$ cat src/rtl/phase_timer.sv
// Phase-duration timer: divides clk to a tick and counts a loaded phase length down to 1.
// Load beats hold, hold beats tick; the count saturates at 1 so a phase can be extended.
module phase_timer #(
  parameter int CNT_W       = 5,
  parameter int TICK_DIV    = 50_000_000,
  parameter int RESET_VALUE = 30
) (
  input  logic             clk,
  input  logic             rst_n,
  input  logic             load_counter,
  input  logic [CNT_W-1:0] load_value,
  input  logic             hold,
  output logic [CNT_W-1:0] counter_value,
  output logic             tick,
  output logic             expired
);

  localparam int PS_W = $clog2(TICK_DIV);
  localparam logic [PS_W-1:0]  PS_LAST = PS_W'(TICK_DIV - 1);
  localparam logic [CNT_W-1:0] CNT_RST = CNT_W'(RESET_VALUE);
  localparam logic [CNT_W-1:0] CNT_ONE = CNT_W'(1);

  // A zero phase length is meaningless to the controller; treat it as one tick.
  function automatic logic [CNT_W-1:0] clamp_load(input logic [CNT_W-1:0] v);
    return (v == '0) ? CNT_ONE : v;
  endfunction

  function automatic logic [CNT_W-1:0] sat_dec(input logic [CNT_W-1:0] v);
    return (v > CNT_ONE) ? (v - CNT_ONE) : CNT_ONE;
  endfunction

  logic [PS_W-1:0]  prescaler;
  logic [PS_W-1:0]  prescaler_nxt;
  logic [CNT_W-1:0] cnt_nxt;
  logic             tick_nxt;

  always_comb begin
    prescaler_nxt = prescaler;
    cnt_nxt       = counter_value;
    tick_nxt      = 1'b0;
    if (load_counter) begin
      cnt_nxt       = clamp_load(load_value);
      prescaler_nxt = '0;
    end else if (hold) begin
      prescaler_nxt = prescaler;
    end else if (prescaler == PS_LAST) begin
      prescaler_nxt = '0;
      cnt_nxt       = sat_dec(counter_value);
      tick_nxt      = 1'b1;
    end else begin
      prescaler_nxt = prescaler + 1'b1;
    end
  end

  // Output register stage: expired derives from cnt_nxt so it tracks counter_value exactly.
  always_ff @(posedge clk) begin
    if (!rst_n) begin
      prescaler     <= '0;
      counter_value <= CNT_RST;
      tick          <= 1'b0;
      expired       <= (RESET_VALUE == 1);
    end else begin
      prescaler     <= prescaler_nxt;
      counter_value <= cnt_nxt;
      tick          <= tick_nxt;
      expired       <= (cnt_nxt == CNT_ONE);
    end
  end

endmodule
$ cat config.mk
export PLATFORM = sky130hd
export DESIGN_NAME = phase_timer
export DESIGN_NICKNAME = d
export VERILOG_FILES = /design/src/rtl/phase_timer.sv
export SDC_FILE = /design/constraint.sdc
export NUM_CORES = 1
export LEC_CHECK = 0
export ABC_AREA = 1
export BUFFER_PORTS_ARGS = -buffer_cell sky130_fd_sc_hd__buf_4
export CAP_MARGIN = 5
export CORE_MARGIN = 10
export CORE_UTILIZATION = 53
export DETAILED_ROUTE_END_ITERATION = 7
export PLACE_DENSITY = 0.81
export SKIP_CTS_REPAIR_TIMING = 1
export SLEW_MARGIN = 10
export SYNTH_ARGS = -nofsm -noshare
export SYNTH_HDL_FRONTEND = slang
export SYNTH_SLANG_ARGS = --single-unit
$ cat constraint.sdc
create_clock -name clk -period 1.6 [get_ports clk]
set_clock_uncertainty 0.2 [all_clocks]
set_input_delay 0.4 -clock clk [delete_from_list [all_inputs] [get_ports clk]]
set_output_delay 0.4 -clock clk [all_outputs]
set_load 0.05 [all_outputs]
# After elaboration in Yosys (flattened, before gate mapping)
# Cells that the tools add are included.
[op_classes] add_sub_neg=2 multipliers=0 n_div=0 n_lt_le_gt_ge=1 n_eq_ne=2 shifts=0 muxes=7 bitwise=1 reduce_logical=3
[ops] cell="26-bit by 1-bit adder with 26-bit output (second input constant)" n=1
[ops] cell="26-bit equality test (second input constant)" n=1
[ops] cell="26-bit two-way mux" n=1
[ops] cell="5-bit two-way mux" n=5
[ops] cell="5-bit by 1-bit equality test with 1-bit output (second input constant)" n=1
[ops] cell="5-bit by 1-bit greater-than comparator with 1-bit output (second input constant)" n=1
[ops] cell="5-bit zero test" n=1
[ops] cell="5-bit by 1-bit subtractor with 5-bit output (second input constant)" n=1
[ops] cell="3-bit OR reduction" n=1
[ops] cell="2-bit OR reduction" n=1
[ops] cell="1-bit two-way mux" n=1
[ops] cell="1-bit inverter" n=1
[totals] ff_bits=33 latchBits=0 ram_bits=0 mem_bits_ro=0 memories=0

# Depth between registers and ports, before layout
[depth] depth_word=6 ltp_mapped=13

# Worst setup path before layout
# No wires, ideal clock.
[synth_path] path_type="reg2reg" startpoint="reg counter_value[1]" endpoint="reg expired" setup_time_ns=0.111 arrival_ns=1.705 required_ns=1.289 slack_ns=-0.416 stages_incl_launch_ff=14 n_path_buf=0 cell_sequence="dfxtp_1 inv_1 ha_1 o21bai_1 nand2_1 nand2_1 nand3_1 nand2_1 inv_1 nand2_1 nand2_1 nor2_1 nand2_1 nor2_2"
[synth_between] elab_chain_len=6 word_cells_on_any_way=7 cone_classes="add/sub: 1; order compare: 1; eq/ne: 1; mux: 4"
[synth_rtl] element="start: declaration" line="13" source="output logic [CNT_W-1:0] counter_value,"
[synth_rtl] element="start signal: assignment" line="64" source="counter_value <= cnt_nxt;"
[synth_rtl] element="5-bit by 1-bit subtractor with 5-bit output or 5-bit by 1-bit greater-than comparator with 1-bit output (tied branches)" line="29" source="return (v > CNT_ONE) ? (v - CNT_ONE) : CNT_ONE;"
[synth_rtl] element="5-bit two-way mux" line="29"
[synth_rtl] element="5-bit two-way mux" line="46" source="end else if (prescaler == PS_LAST) begin"
[synth_rtl] element="5-bit two-way mux *" line="44" source="end else if (hold) begin"
[synth_rtl] element="5-bit two-way mux *" line="41" source="if (load_counter) begin"
[synth_rtl] element="5-bit by 1-bit equality test with 1-bit output *" line="66" source="expired <= (cnt_nxt == CNT_ONE);"
[synth_rtl] element="end signal: assignment" line="61" source="expired <= (RESET_VALUE == 1);"
[synth_rtl] element="end signal: assignment" line="66"
[synth_rtl] element="end: declaration" line="15" source="output logic expired"
# Mark *: on every way between the ends. The rest lies on a longest branch, timed or not.
# A chain may end at the register's enable or synchronous reset.

# Final worst setup path
[layout_path] startpoint="reg prescaler[7]" endpoint="reg expired"
[layout_between] elab_chain_len=5
[layout_rtl] element="start: declaration" line="32" source="logic [PS_W-1:0] prescaler;"
[layout_rtl] element="start signal: assignment" line="63" source="prescaler <= prescaler_nxt;"
[layout_rtl] element="26-bit equality test" line="46"
[layout_rtl] element="5-bit two-way mux" line="46"
[layout_rtl] element="5-bit two-way mux" line="44"
[layout_rtl] element="5-bit two-way mux" line="41"
[layout_rtl] element="5-bit by 1-bit equality test with 1-bit output" line="66"
# No other way between the ends.

==> results.txt <==
----------------------------------------------------
[Status]
  Run status ... finished with violations
  Violations in the final reports ... negative setup slack

[Clock tree]
  Number of buffers on the longest clock path ... 2
  Root buf cell ... sky130_fd_sc_hd__clkbuf_4
  Number of clock sinks ... 33
  CTS tree ... yes
  Clock H-tree levels ... 2
  Insertion delay to the later sink of the worst-skew pair ... 0.39 ns
  Post-CTS clock slew at the launch and capture registers of the worst setup and hold paths ... between 0.1 and 0.15 ns
  Number of buffers created by CTS ... 5

[Synthesis]
  Syn_nets ... 292
  Most used flip-flop cell after synthesis ... sky130_fd_sc_hd__dfxtp_1
  Distinct cells, synth ... 31
  Area share of the largest cell type after synthesis ... 0.3471
  Async set-reset flop share out of synthesis ... 0
  Synth Instances ... 280
  Total number of yosys warnings ... 0
  Yosys top cell by area ... sky130_fd_sc_hd__dfxtp_1
  Synthesized cell area ... 1903 sq um
  EDFF count, synth ... 0
  Mean area per synthesized cell ... 6.797 sq um
  Area contributors post-synth ... sky130_fd_sc_hd__dfxtp_1 (35%), sky130_fd_sc_hd__nand2_1 (12%), sky130_fd_sc_hd__nor2_1 (7.3%)
  #FFs+latches synth ... 33
  Sequential fraction of the synthesis area ... 0.3471

[Worst hold path]
  Hold/Removal Path Class ... input pin to register
  Hold Path Origin ... rst_n

[Detailed routing]
  Vias per cell ... 5.922
  Antenna-violating nets left ... 0
  Detailed-router iteration count before antenna repair ... 7
  Wirelength per Cell ... 18.37 microns
  Vias ... 2428
  Final Routed Wirelength ... around 7500 microns
  Total DRC errors in the routed layout ... 0
  Number of DRC markers after the initial detailed-route iteration ... ~400

[Final layout]
  Final core occ ... 0.8652
  Fill cell count ... between 150 and 200
  Most common cell after layout, fill and taps aside ... sky130_fd_sc_hd__buf_4
  Commonest non-fill, non-tap cells in the layout ... sky130_fd_sc_hd__buf_4 (62), sky130_fd_sc_hd__nand2_1 (48), sky130_fd_sc_hd__nor2_1 (33)
  NumNets Final ... 375
  Number of diodes added for antenna fixing ... 0
  Share of post-route cells with drive strength above 1 ... 0.4808
  Signed area change from the synthesized netlist to the final layout ... 55.29%

[Critical path]
  Worst setup path start ... prescaler[7]
  Reg-to-reg critical path startpoint ... prescaler[7]
  Worst path required time ... around 1.8 ns
  Worst Setup End Kind ... register
  Critical setup path kind ... register to register
  Critical path launch point type ... register
  CP arrival ... 2.14 ns
  Worst Path Max Fanout ... 6

[STA]
  RSZ-0062 raised after global routing ... yes
  # setup viols final ... 32
  Setup WS post-layout ... -0.3928 ns
  Rel. slew slack ... 0.7746
  Final Cycle Share ... 1.245
  Post-route minimum period ... 1.993 ns
  F_max ... 501.8 MHz
  Max-slew violations ... 0
  Actual transition at the worst max-transition pin ... 0.3337 ns
  Setup total negative slack ... -5.358 ns
  Number of hold violations in the final report ... 0

[Global route]
  Remaining Overflow, GRT ... 0
  Pin count of the biggest net entering global routing ... 13
  Number of global-route vias before repair ... approximately 1800
  Global-route wire length before repair ... just over 8000 microns
  Number of antenna violations at the first check in global routing ... 0
  Total routing usage reported by global routing ... 0.1575

[Die]
  Placeable Area ... roughly 3400 sq um
  Placement row count ... 21
  Die H ... 79.92 microns
  I/O pin count ... 16
  Die extent in x ... 79.92 microns
  Starting Density ... 0.5571
  Die Footprint ... 6387 sq um

[Power]
  Standby leakage power ... approximately 1.3 nW
  Maximum ir drop on the vdd rail ... 780.7 uV
  Total power draw ... ~0.0018 W
  Power density over cell area ... 603.6 nW/um^2

[Place]
  Port Buf Inserts ... 15
  DP HPWL ... 3885 microns
  Final RePlAce weighted congestion ... 0.8623

[Job]
  Maximum Capacitance Violations ... 0

----------------------------------------------------
==> power breakdown <==
part / leakage [nW] / switching (W) / total [W] / internal (W)
sequential: 0.269 / 0.0000132 / 0.000844 / 0.000831
clock: 0.0488 / 0.000344 / 0.000716 / 0.000372
combinational: 1.02 / 0.000136 / 0.000224 / 0.0000872
==> synthesized netlist by cell type (2+ instances only) <==
master and number:
sky130_fd_sc_hd__or2_2 2, sky130_fd_sc_hd__nand2_1 60, sky130_fd_sc_hd__ha_1 3, sky130_fd_sc_hd__nand3_1 21, sky130_fd_sc_hd__nor2_4 4, sky130_fd_sc_hd__a221oi_1 2, sky130_fd_sc_hd__nand4_1 4, sky130_fd_sc_hd__xor2_1 2
sky130_fd_sc_hd__nor3_4 2, sky130_fd_sc_hd__a21oi_1 17, sky130_fd_sc_hd__inv_2 8, sky130_fd_sc_hd__nor2_2 8, sky130_fd_sc_hd__nor2_1 37, sky130_fd_sc_hd__o21ai_0 5, sky130_fd_sc_hd__nand2_2 7, sky130_fd_sc_hd__o21ai_1 7
sky130_fd_sc_hd__dfxtp_1 33, sky130_fd_sc_hd__inv_1 32, sky130_fd_sc_hd__nor3_1 11, sky130_fd_sc_hd__nor3b_1 3, sky130_fd_sc_hd__nand3_2 2
==> metal layers <==
| layer | up-vias | track usage | share of wire |
|---|---|---|---|
| met1 | 1102 | 0.1992 | 0.38 |
| met3 | 76 | 0.04167 | 0.099 |
| met2 | 178 | 0.2488 | 0.47 |
| li1 | 1072 | - | - |
| met5 | - | 0 | 0 |
| met4 | 0 | 0.05810 | 0.055 |
==> final timing paths <==
check / to / slack, ns / cells past startpoint
min: counter_value[3] / 0.03 / 2
max: expired / -0.39 / 13
max reg2reg: expired / -0.39 / 13
min reg2reg: prescaler[11] / 0.31 / 2
==> flip-flops by register name, summed over array words and instances, names as in the netlist <==
name	cells
counter_value	5
expired	1
prescaler	26
tick	1
==> logic make-up after synthesis <==
logic type	Yosys count	synth area share
AND/OR/NAND/NOR	164	0.4346
adder cells (fa/ha/maj)	3	0.01973
buffers and inverters	42	0.08350
flip-flops	33	0.3471
AO/OA/AOI/OAI	35	0.1013
XOR/XNOR	3	0.01381
==> critical path, stage by stage (launching register included) <==
cell and delay (ns):
sky130_fd_sc_hd__dfxtp_1 0.37, sky130_fd_sc_hd__inv_1 0.13, sky130_fd_sc_hd__nand2_1 0.11, sky130_fd_sc_hd__nor2_1 0.15
sky130_fd_sc_hd__nand2_1 0.11, sky130_fd_sc_hd__nor2_4 0.21, sky130_fd_sc_hd__nand2_4 0.09, sky130_fd_sc_hd__nand2_2 0.09
sky130_fd_sc_hd__nand3_2 0.09, sky130_fd_sc_hd__nand2_2 0.11, sky130_fd_sc_hd__inv_2 0.03, sky130_fd_sc_hd__nor2_1 0.08
sky130_fd_sc_hd__nand2_1 0.08, sky130_fd_sc_hd__nor2_2 0.11
==> layout make-up <==
| type | instances | area, sq um | share of cell area |
|---|---|---|---|
| Multi-Input combinational cell | 205 | 1339 | 0.4530 |
| Timing Repair Buffer | 77 | 638.1 | 0.2159 |
| Clock inverter | 2 | 36.28 | 0.01228 |
| Inverter | 41 | 161.4 | 0.05461 |
| Clock buffer | 6 | 51.30 | 0.01736 |
| Tap cell | 46 | 57.56 | 0.01948 |
| Sequential cell | 33 | 671.9 | 0.2273 |
==> stage by stage <==
stage / instance area [sq um] / hold slack, ns / cells / setup WS, ns
3_5_place_dp: 2479 / 0.2752 / 390 / -0.2883
5_1_grt: 2955 / 0.03785 / 410 / -0.4504
2_1_floorplan: 1938 / 0.2414 / 280 / -0.1404
4_1_cts: 2566 / 0.04990 / 398 / -0.2419
3_3_place_gp: 2479 / 0.2573 / 390 / -0.2430
6_report: 2955 / 0.02658 / 410 / -0.3928
(Power assumes the default switching activity.)
